<file path="src/rtl/idelay_cal_seq.sv">
// IDELAYCTRL calibration sequencer: reset pulse, qualified ready wait with
// timeout/retry, and automatic recalibration on loss of ready.
//
//   state      | meaning
//   ASSERT_RST | idelay_rst held high for RST_CYCLES
//   WAIT_RDY   | waiting for RDY_STABLE consecutive ready cycles, with timeout
//   READY      | calibrated; watching for ready loss or a start request
//   FAIL       | retries exhausted; only start leaves this state
module idelay_cal_seq #(
  parameter int RST_CYCLES     = 16,
  parameter int TIMEOUT_CYCLES = 4096,
  parameter int MAX_RETRIES    = 3,
  parameter int RDY_STABLE     = 4,
  parameter int SYNC_STAGES    = 2
) (
  input  logic       sys_clk,
  input  logic       sys_rst,
  input  logic       start,
  input  logic       status_clear,
  input  logic       idelay_rdy,
  output logic       idelay_rst,
  output logic       cal_busy,
  output logic       cal_done,
  output logic       cal_fail,
  output logic [3:0] attempt_cnt,
  output logic       lost_event,
  output logic [7:0] lost_count
);

  localparam logic [1:0] ASSERT_RST = 2'd0;
  localparam logic [1:0] WAIT_RDY   = 2'd1;
  localparam logic [1:0] READY      = 2'd2;
  localparam logic [1:0] FAIL       = 2'd3;

  localparam int RW = $clog2(RST_CYCLES);
  localparam int TW = $clog2(TIMEOUT_CYCLES);
  localparam int SW = $clog2(RDY_STABLE + 1);

  localparam logic [RW-1:0] RST_LAST    = RW'(RST_CYCLES - 1);
  localparam logic [TW-1:0] TO_LAST     = TW'(TIMEOUT_CYCLES - 1);
  localparam logic [SW-1:0] STABLE_DONE = SW'(RDY_STABLE);
  localparam logic [3:0]    RETRY_LAST  = 4'(MAX_RETRIES);

  logic [SYNC_STAGES-1:0] sync_q;
  logic                   rdy_s;
  logic [1:0]             state, next_state;
  logic [RW-1:0]          rst_cnt, rst_cnt_n;
  logic [TW-1:0]          to_cnt, to_cnt_n;
  logic [SW-1:0]          stable_cnt, stable_n;
  logic [3:0]             attempt_n;
  logic                   loss;

  assign rdy_s = sync_q[SYNC_STAGES-1];

  always_comb begin
    next_state = state;
    rst_cnt_n  = rst_cnt;
    to_cnt_n   = to_cnt;
    stable_n   = stable_cnt;
    attempt_n  = attempt_cnt;
    loss       = 1'b0;
    case (state)
      ASSERT_RST: begin
        if (rst_cnt == RST_LAST) begin
          next_state = WAIT_RDY;
          to_cnt_n   = '0;
          stable_n   = '0;
        end else begin
          rst_cnt_n = rst_cnt + 1'b1;
        end
      end
      WAIT_RDY: begin
        // a qualified ready wins over a timeout landing on the same cycle
        if (stable_cnt == STABLE_DONE) begin
          next_state = READY;
        end else if (to_cnt == TO_LAST) begin
          rst_cnt_n = '0;
          if (attempt_cnt == RETRY_LAST) begin
            next_state = FAIL;
          end else begin
            attempt_n  = attempt_cnt + 1'b1;
            next_state = ASSERT_RST;
          end
        end else begin
          to_cnt_n = to_cnt + 1'b1;
          stable_n = rdy_s ? stable_cnt + 1'b1 : '0;
        end
      end
      READY: begin
        loss = ~rdy_s;
        if (loss || start) begin
          next_state = ASSERT_RST;
          rst_cnt_n  = '0;
          attempt_n  = '0;
        end
      end
      default: begin
        if (start) begin
          next_state = ASSERT_RST;
          rst_cnt_n  = '0;
          attempt_n  = '0;
        end
      end
    endcase
  end

  always_ff @(posedge sys_clk) begin
    if (sys_rst) begin
      sync_q      <= '0;
      state       <= ASSERT_RST;
      rst_cnt     <= '0;
      to_cnt      <= '0;
      stable_cnt  <= '0;
      attempt_cnt <= '0;
      lost_count  <= '0;
      idelay_rst  <= 1'b1;
      cal_busy    <= 1'b1;
      cal_done    <= 1'b0;
      cal_fail    <= 1'b0;
      lost_event  <= 1'b0;
    end else begin
      sync_q      <= {sync_q[SYNC_STAGES-2:0], idelay_rdy};
      state       <= next_state;
      rst_cnt     <= rst_cnt_n;
      to_cnt      <= to_cnt_n;
      stable_cnt  <= stable_n;
      attempt_cnt <= attempt_n;
      // flags decode next_state so they line up with the state register
      idelay_rst  <= (next_state == ASSERT_RST);
      cal_busy    <= (next_state == ASSERT_RST) || (next_state == WAIT_RDY);
      cal_done    <= (next_state == READY);
      cal_fail    <= (next_state == FAIL);
      lost_event  <= loss;
      if (status_clear)
        lost_count <= loss ? 8'd1 : 8'd0;
      else if (loss && lost_count != 8'hFF)
        lost_count <= lost_count + 1'b1;
    end
  end

endmodule

</file>
<file path="config.mk">
export PLATFORM = sky130hd
export DESIGN_NAME = idelay_cal_seq
export DESIGN_NICKNAME = d
export VERILOG_FILES = /design/src/rtl/idelay_cal_seq.sv
export SDC_FILE = /design/constraint.sdc
export NUM_CORES = 1
export LEC_CHECK = 0
export ABC_CLOCK_PERIOD_IN_PS = 2320
export CELL_PAD_IN_SITES_DETAIL_PLACEMENT = 1
export CELL_PAD_IN_SITES_GLOBAL_PLACEMENT = 1
export CORE_UTILIZATION = 42
export DETAILED_ROUTE_END_ITERATION = 7
export MAX_ROUTING_LAYER = met4
export PLACE_DENSITY = 0.86
export SLEW_MARGIN = 20
export SYNTH_ARGS = -nofsm -noshare
export SYNTH_HDL_FRONTEND = slang
export SYNTH_SLANG_ARGS = --single-unit
export TNS_END_PERCENT = 20
</file>
<file path="constraint.sdc">
create_clock -name sys_clk -period 2.32 [get_ports sys_clk]
set_clock_uncertainty 0.15 [all_clocks]
set_input_delay 0.696 -clock sys_clk [delete_from_list [all_inputs] [get_ports sys_clk]]
set_output_delay 0.696 -clock sys_clk [all_outputs]
set_load 0.005 [all_outputs]
</file>
## After elaboration in Yosys (flattened, before gate mapping)

Index checks and enable logic that the tools add are counted.
W data, S select, Z words.

| storage, ports and cells | value |
|---|---|
| bits in registers | 40 |
| input port bits | 5 |
| output and inout bits | 17 |
| logic and storage cells | 78 |

| operators by class | value |
|---|---|
| $add $sub $neg | 5 |
| eq/ne operators | 17 |
| mux-type cells | 30 |
| bitwise gates (word level) | 2 |
| reductions and logical operators | 12 |

Operators with widths:

| cell | number |
|---|---|
| $mux W12 | 3 |
| $mux W4 | 8 |
| $pmux W12 S2 | 1 |
| $pmux W4 S3 | 2 |
| $mux W8 | 2 |
| $ne A2 B2 Y1 const B | 7 |
| $add A12 B1 Y12 const B | 1 |
| $eq A12 B12 Y1 const B | 1 |
| $mux W2 | 6 |
| $mux W3 | 4 |
| $add A4 B1 Y4 const B | 2 |
| $add A8 B1 Y8 const B | 1 |
| $ne A8 B8 Y1 const B | 1 |
| $eq A2 B2 Y1 const B | 3 |
| $pmux W2 S3 | 1 |
| $pmux W3 S2 | 1 |
| $reduce_and A6 Y1 | 1 |
| $reduce_and A5 Y1 | 1 |
| $eq A2 B1 Y1 const B | 2 |
| $eq A4 B2 Y1 const B | 1 |
| $eq A4 B4 Y1 const B | 1 |
| $logic_not A2 Y1 | 2 |
| $reduce_and A4 Y1 | 1 |
| $reduce_bool A2 Y1 | 2 |
| 8 further kinds | 11 |

## Depth between registers and ports, before layout

Gate-level depths: netlist of run 1.

| depth | value |
|---|---|
| depth after elaboration | 7 |
| mapped depth | 8 |
| depth with buffers taken out | 8 |

## Least setup slack after synthesis of run 1

Ideal clock, no wire load.

| timing | value |
|---|---|
| kind | reg-to-reg |
| from | register stable_cnt[0] |
| to | register stable_cnt[2] |
| setup time | 0.071 ns |
| data arrival time | 1.905 ns |
| data required time | 2.099 ns |
| setup slack | 0.194 ns |
| stages on the path, launching flop included | 9 |
| buffers on the path | 1 |
| clock period less this slack | 2.126 ns |
| path through | dfxtp_1 inv_1 ha_1 nand2_1 a32oi_2 and2_4 buf_6 or4b_1 a21oi_1 |

| on the way | value |
|---|---|
| cells in the longest elaborated chain, start to end | 5 |
| elaborated cells on any way between the ends | 8 |
| classes of those cells | 1 x add/sub; 2 x eq/ne; 4 x mux; 1 x reduce/logical |

RTL lines:

| what | RTL line | RTL |
|---|---|---|
| from (decl) | 49 | `logic [SW-1:0] stable_cnt, stable_n;` |
| from (signal assigned) | 126 | `stable_cnt <= stable_n;` |
| $add A3 B1 Y3 | 86 | `stable_n = rdy_s ? stable_cnt + 1'b1 : '0;` |
| $mux W3 | 86 |  |
| $mux W3 | 76 | `end else if (to_cnt == TO_LAST) begin` |
| $mux W3 | 74 | `if (stable_cnt == STABLE_DONE) begin` |
| $pmux W3 S2 | 62 | `case (state)` |

Several ways; a longest one is shown, not always the timed one. The select of a mux whose other input is x is not followed.
A chain may end at the register's enable or synchronous reset.

## Worst setup path in the final report of run 1

| timing | value |
|---|---|
| from | register to_cnt[0] |
| to | register attempt_cnt[0] |

| on the way | value |
|---|---|
| cells in the longest elaborated chain, start to end | 3 |

RTL lines:

| what | RTL line | RTL |
|---|---|---|
| from (decl) | 48 | `logic [TW-1:0] to_cnt, to_cnt_n;` |
| from (signal assigned) | 125 | `to_cnt <= to_cnt_n;` |
| $eq A12 B12 Y1 | 76 |  |
| $ne A2 B2 Y1 (no source line) | - |  |
| $reduce_and A6 Y1 (no source line) | - |  |
| to (signal assigned) | 127 | `attempt_cnt <= attempt_n;` |
| to (decl) | 25 | `output logic [3:0] attempt_cnt,` |

No other way between the ends.

==> results of run 1 <==
## per-layer routing
layer  routed length (µm)  part of all wire, %  track usage, %
met4                  150                  3.0            9.78
met5                    0                    0               -
met3                  125                  2.5            4.94
met2                 2480                   50            38.1
met1                 2180                   44            27.0
## where the power goes
group          switching [mW]  internal [mW]
sequential             0.0162          0.701
clock                   0.247          0.237
combinational          0.0696         0.0532
## cells by family after synthesis
family	after synthesis	share of synthesized area, %
DFF	40	41.5
adders and majority gates	6	3.89
xor gates and xnor gates	15	6.81
AOI/OAI and AO/OA	44	17.0
buffers and inverters	14	3.89
muxes	4	2.14
and+or+nand+nor	92	24.8
## layout make-up
type / count / area (µm²) / share of cell area, %
Inverter: 7 / 26.3 / 1.12
Timing Repair Buffer: 32 / 293 / 12.5
Tap cell: 52 / 65.1 / 2.78
Multi-Input combinational cell: 161 / 1060 / 45.3
Clock buffer: 6 / 82.6 / 3.53
Sequential cell: 40 / 801 / 34.3
Clock inverter: 2 / 10.0 / 0.428
## registers in the layout, summed over array words and instances, names as in the netlist
name,cells
lost_count,8
to_cnt,12
attempt_cnt,4
rst_cnt,4
cal_busy,1
cal_done,1
idelay_rst,1
cal_fail,1
sync_q,2
stable_cnt,3
lost_event,1
state,2
## worst paths after layout
check / from / endpoint / depth (start not counted) / slack, ps
hold reg to reg: sync_q[0] / sync_q[1] / 1 / 310
hold / removal: sync_q[0] / sync_q[1] / 1 / 310
setup reg to reg: to_cnt[0] / attempt_cnt[0] / 5 / 120
setup / recovery: to_cnt[0] / attempt_cnt[0] / 5 / 120
## per-stage QoR
stage | utilization, % | setup TNS, ps | hold WS (ps)
final | 53.3 | 0 | 305
after CTS | 53.2 | 0 | 309
after floorplan | - | 0 | 264
after global placement | 51.1 | 0 | 267
after detailed placement | 51.1 | -0.773 | 298
after global routing | 53.3 | 0 | 331
## worst max-delay path: cells and delay by family, from the launching register on
| kind | cells | cell delay [ps] |
|---|---|---|
| AND/OR/NAND/NOR | 3 | 1120 |
| flip-flops | 1 | 390 |
| adder cells (fa/ha/maj) | 1 | 230 |
| multiplexers | 1 | 250 |
## Yosys cell counts, types with 2 or more instances
cell type / instances
nand3_1: 10
nand2_1: 18
inv_1: 7
dfxtp_1: 40
buf_6: 3
or3b_2: 2
a41oi_1: 2
nor2_1: 29
or2_2: 2
mux2i_1: 3
xnor2_1: 10
nand4_1: 8
and2_1: 2
ha_1: 6
nor3b_1: 2
nand3b_1: 2
a21oi_1: 13
nor3_1: 2
nor2b_1: 2
o211ai_1: 4
xor2_1: 5
o21ai_0: 3
a211oi_1: 6
clkbuf_1: 4
and4_1: 2
or3_1: 2
## repair_timing
action                                  4_1_cts  5_1_grt
resized for setup                             0        2
setup buffers                                 0        0
endpoints found under the setup margin        0        2
==> out/results.txt, run 1 <==
Primary FF master, synth -> dfxtp_1
Commonest non-fill, non-tap cell in the layout -> dfxtp_1
Residual DRC -> 0
WS Path Type -> flop to flop
VDD IR max -> 0.300 mV
Library cells used by synthesis -> 52
Clock Path Buffers -> 2
Final Cell Area -> 0.00234 mm²
DIE AREA -> 0.00487 mm²
Max-Cap Viols -> 0
ANT cells -> 0
Place WS -> -0.773 ps
Vias -> 1,699
CTS Buf Count -> 5
Initial core utilization -> 44.0%
Final worst slack -> 123 ps
CTS sink cnt -> 40
Hold Path Class -> flop to flop
Synth area leader -> dfxtp_1
CTS H-Tree Depth -> 2
Post-route ant nets -> 0
Sequential fraction of the synthesis area -> 41.5%
Routed vias/inst -> 5.66
Post-DP HPWL -> 3660 µm
Ys async rst share -> 0%
WL/cell -> 16.4 µm
Post-synth top area share -> 41.5%
Worst skew pair latency -> 290 ps
Crit path max-delay cell type -> or3_1
Critical Path Fanout Max -> 5
Die span in y -> 69.8 µm
Status -> completed
Vias in the first global route -> 1,817
Layout area overhead -> 21.1%
Flops & latches, synth -> 40
Post-Synthesis Mean Instance Area -> 8.97 µm²
Total GRT Usage -> 23.1%
DR pass1 iterations -> 4
Leakage -> 0.823 nW
Max-slew violations -> 0
Relative slew margins -> 63.2%
Yosys warns -> 0
Fin crit share -> 94.7%
Die W -> 69.8 µm
Port bufs -> 21
# fillers -> 511
Worst Path Arrival -> 2280 ps
Worst-path clk slew -> 80 ps
Initial DRC count -> 83
TritonCTS clock tree -> yes
Pwr Density -> 567 mW/mm²
Crit end category -> flop
Placer Congestion -> 0.761
Worst Tran Pin Value -> 551 ps
RSZ-0062 raised after global routing -> no
Synthesized netlist cell count -> 215
Share of layout cells above drive strength 1 -> 14.5%
GR Overflow Total -> 0
PnR Total Power -> 1.32 mW
Post-Place Cell Area -> 0.00224 mm²
First-pass GRT wire length -> 8670 µm
Non-filler instance count after layout -> 300
Post-synth EDFFs -> 0
Fmax -> 455 MHz
Placed cell count -> 292
Number of setup violations in the final report -> 0
CP peak stage delay -> 480 ps
Initial antenna violation count -> 0
Total Wirelength -> 4930 µm
Count of hold-fix buffers inserted at cts -> 0
Final Hold Fails -> 0
Required @ worst endpoint -> 2410 ps
Mapped Nets -> 226
Critical path launch point type -> flop
Core box area -> 0.00438 mm²
Top post-synthesis cells by area -> dfxtp_1 (42%), nor2_1 (5.6%), xnor2_1 (4.5%), ha_1 (3.9%), nand2_1 (3.5%)
Mapped Area -> 0.00193 mm²
Root buffer cell -> clkbuf_8
Crit-path cells -> ha_1 > nand3_1 > or3_1 > nor4_1 > mux2_2
Ports -> 22
Min Tclk post-route -> 2200 ps
Largest net degree at the start of global routing -> 13
Cell row count -> 24
Nets -> 258
Most frequent cells in the layout -> dfxtp_1 (40), nor2_1 (29), clkdlybuf4s50_1 (21)
Power figures use the tool's default switching activity.
==> run 2, diff against run 1 <==
Settings changed: CORE_MARGIN from default to 4.
==> out/results.txt, run 2 (synthesized netlist as in run 1, its figures left out) <==
Status -> completed
Nets -> 257
Initial core utilization -> 43.7%
Number of flip-flops in the largest register -> 12
Largest register by flop count -> to_cnt
Top cell by count, worst path -> a21oi_1
GR Overflow Total -> 0
Min-delay src -> sync_q[0]
Clock Path Buffers -> 2
FF-to-FF path depth -> 7
Final worst slack -> 113 ps
Initial antenna violation count -> 0
Hold slack final -> 306 ps
Hold path endpoint -> sync_q[1]
CTS sink cnt -> 40
Worst Path Arrival -> 2270 ps
Worst Tran Pin Value -> 627 ps
Sw Pwr -> 0.343 mW
Largest net degree at the start of global routing -> 14
Switch share -> 24.3%
Clock Power Share -> 40.8%
Leakage -> 0.820 nW
Reg-to-Reg Start -> to_cnt[0]
Postcts setup bufs -> 0
Logic pwr share -> 8.5%
Number of setup violations in the final report -> 0
Post-DP HPWL -> 3600 µm
Hold Path Class -> flop to flop
Total GRT Usage -> 20.3%
Critical Path Fanout Max -> 5
Reg2reg end -> rst_cnt[2]
Vias in the first global route -> 1,780
Worst-path clk slew -> 80 ps
Routed vias/inst -> 5.90
Fin crit share -> 95.1%
Final Hold Fails -> 0
Vias -> 1,764
Post-route ant nets -> 0
WS Path Type -> flop to flop
First-pass GRT wire length -> 8620 µm
Die span in y -> 75.8 µm
Most frequent cells in the layout -> dfxtp_1 (40), nor2_1 (29), clkdlybuf4s50_1 (21)
Place WS -> 69.8 ps
CTS H-Tree Depth -> 2
Critical path launch point type -> flop
Required @ worst endpoint -> 2390 ps
CTS Buf Count -> 5
Initial DRC count -> 69
Relative slew margins -> 58.1%
Max-Cap Viols -> 0
Worst skew pair latency -> 300 ps
Post-Place Cell Area -> 0.00223 mm²
Fmax -> 453 MHz
Crit path max-delay cell type -> or3_1
Pwr Density -> 602 mW/mm²
Cell row count -> 24
Crit end category -> flop
Non-filler instance count after layout -> 299
ANT cells -> 0
Hold depth -> 1
Max-slew violations -> 0
DR pass1 iterations -> 4
Residual DRC -> 0
WL/cell -> 17.1 µm
Worst Setup SP -> to_cnt[0]
Seq pwr share -> 50.7%
Commonest non-fill, non-tap cell in the layout -> dfxtp_1
Crit-path cells -> ha_1 > nand3_1 > or3_1 > a21oi_1 > buf_4 > a21oi_1 > a211oi_1
Worst reg-to-reg setup slack -> 110 ps
Root buffer cell -> clkbuf_8
Min Tclk post-route -> 2210 ps
# fillers -> 509
Total Wirelength -> 5100 µm
VDD IR max -> 0.395 mV
Core box area -> 0.00441 mm²
Ports -> 22
Int Pwr -> 1.07 mW
Final core utilization -> 53.2%
TritonCTS clock tree -> yes
Layout area overhead -> 21.8%
CP peak stage delay -> 460 ps
Share of layout cells above drive strength 1 -> 13.8%
Largest registers -> to_cnt x12, lost_count x8
Final Cell Area -> 0.00235 mm²
DIE AREA -> 0.00574 mm²
Die W -> 75.8 µm
RSZ-0062 raised after global routing -> yes
Placed cell count -> 291
Placer Congestion -> 0.847
Port bufs -> 21
run 2: cell types whose count changed in the layout (fill, tap and decap cells not counted), sizes merged:
cell / delta
clkbuf: -1
buf: -1
bufinv: +1
clkinv: -1
clkinvlp: +1
run 2: power by group through the flow:
| stage | Clock (mW) | Combinational [mW] | Sequential (mW) |
|---|---|---|---|
| after floorplan | 0 | 0.0866 | 0.728 |
| after global placement | 0 | 0.115 | 0.732 |
| after detailed placement | 0 | 0.119 | 0.732 |
| after CTS | 0.589 | 0.120 | 0.717 |
| after global routing | 0.626 | 0.136 | 0.719 |
| final | 0.577 | 0.121 | 0.717 |
run 2: routing by layer:
metal	vias up	track usage (%)	share of wire, %
li1	835	-	-
met1	870	24.2	44
met2	45	33.2	50
met3	14	5.15	4.2
met4	0	7.18	2.2
met5	-	-	0
run 2: what timing repair did:
| action | 4_1_cts | 5_1_grt |
|---|---|---|
| endpoints found under the setup margin | 0 | 5 |
| hold buffers | 0 | 0 |
| gates resized for setup | 0 | 2 |
run 2: per-stage QoR:
step	power [mW]	TNS (ps)
2_1_floorplan	0.814	0
3_3_place_gp	0.846	0
3_5_place_dp	0.851	0
4_1_cts	1.43	0
5_1_grt	1.48	-13.3
6_report	1.42	0
run 2: worst max-delay path, delay by kind of cell, from the launching register on:
kind,cells,cell delay [ps]
and+or+nand+nor,2,650
AOI/OAI and AO/OA,3,490
DFF,1,400
adders and majority gates,1,280
buffers and inverters,1,140
run 2: cell type report:
type | instances | area (µm²) | share of cell area (%)
tap | 52 | 65.1 | 2.77
inverter | 7 | 26.3 | 1.12
sequential | 40 | 801 | 34.1
clock buffer | 5 | 68.8 | 2.93
clock inverter | 3 | 42.5 | 1.81
timing repair buffer | 31 | 285 | 12.1
multi-input combinational | 161 | 1060 | 45.2
run 2: how the worst max path moves through the flow:
stage	end	slack, ps	cells after the start
detailed placement	rst_cnt[2]	70	7
floorplan	stable_cnt[2]	190	8
CTS	attempt_cnt[0]	110	5
global placement	rst_cnt[3]	100	6
finish	rst_cnt[2]	110	7
global route	stable_cnt[2]	-10	7
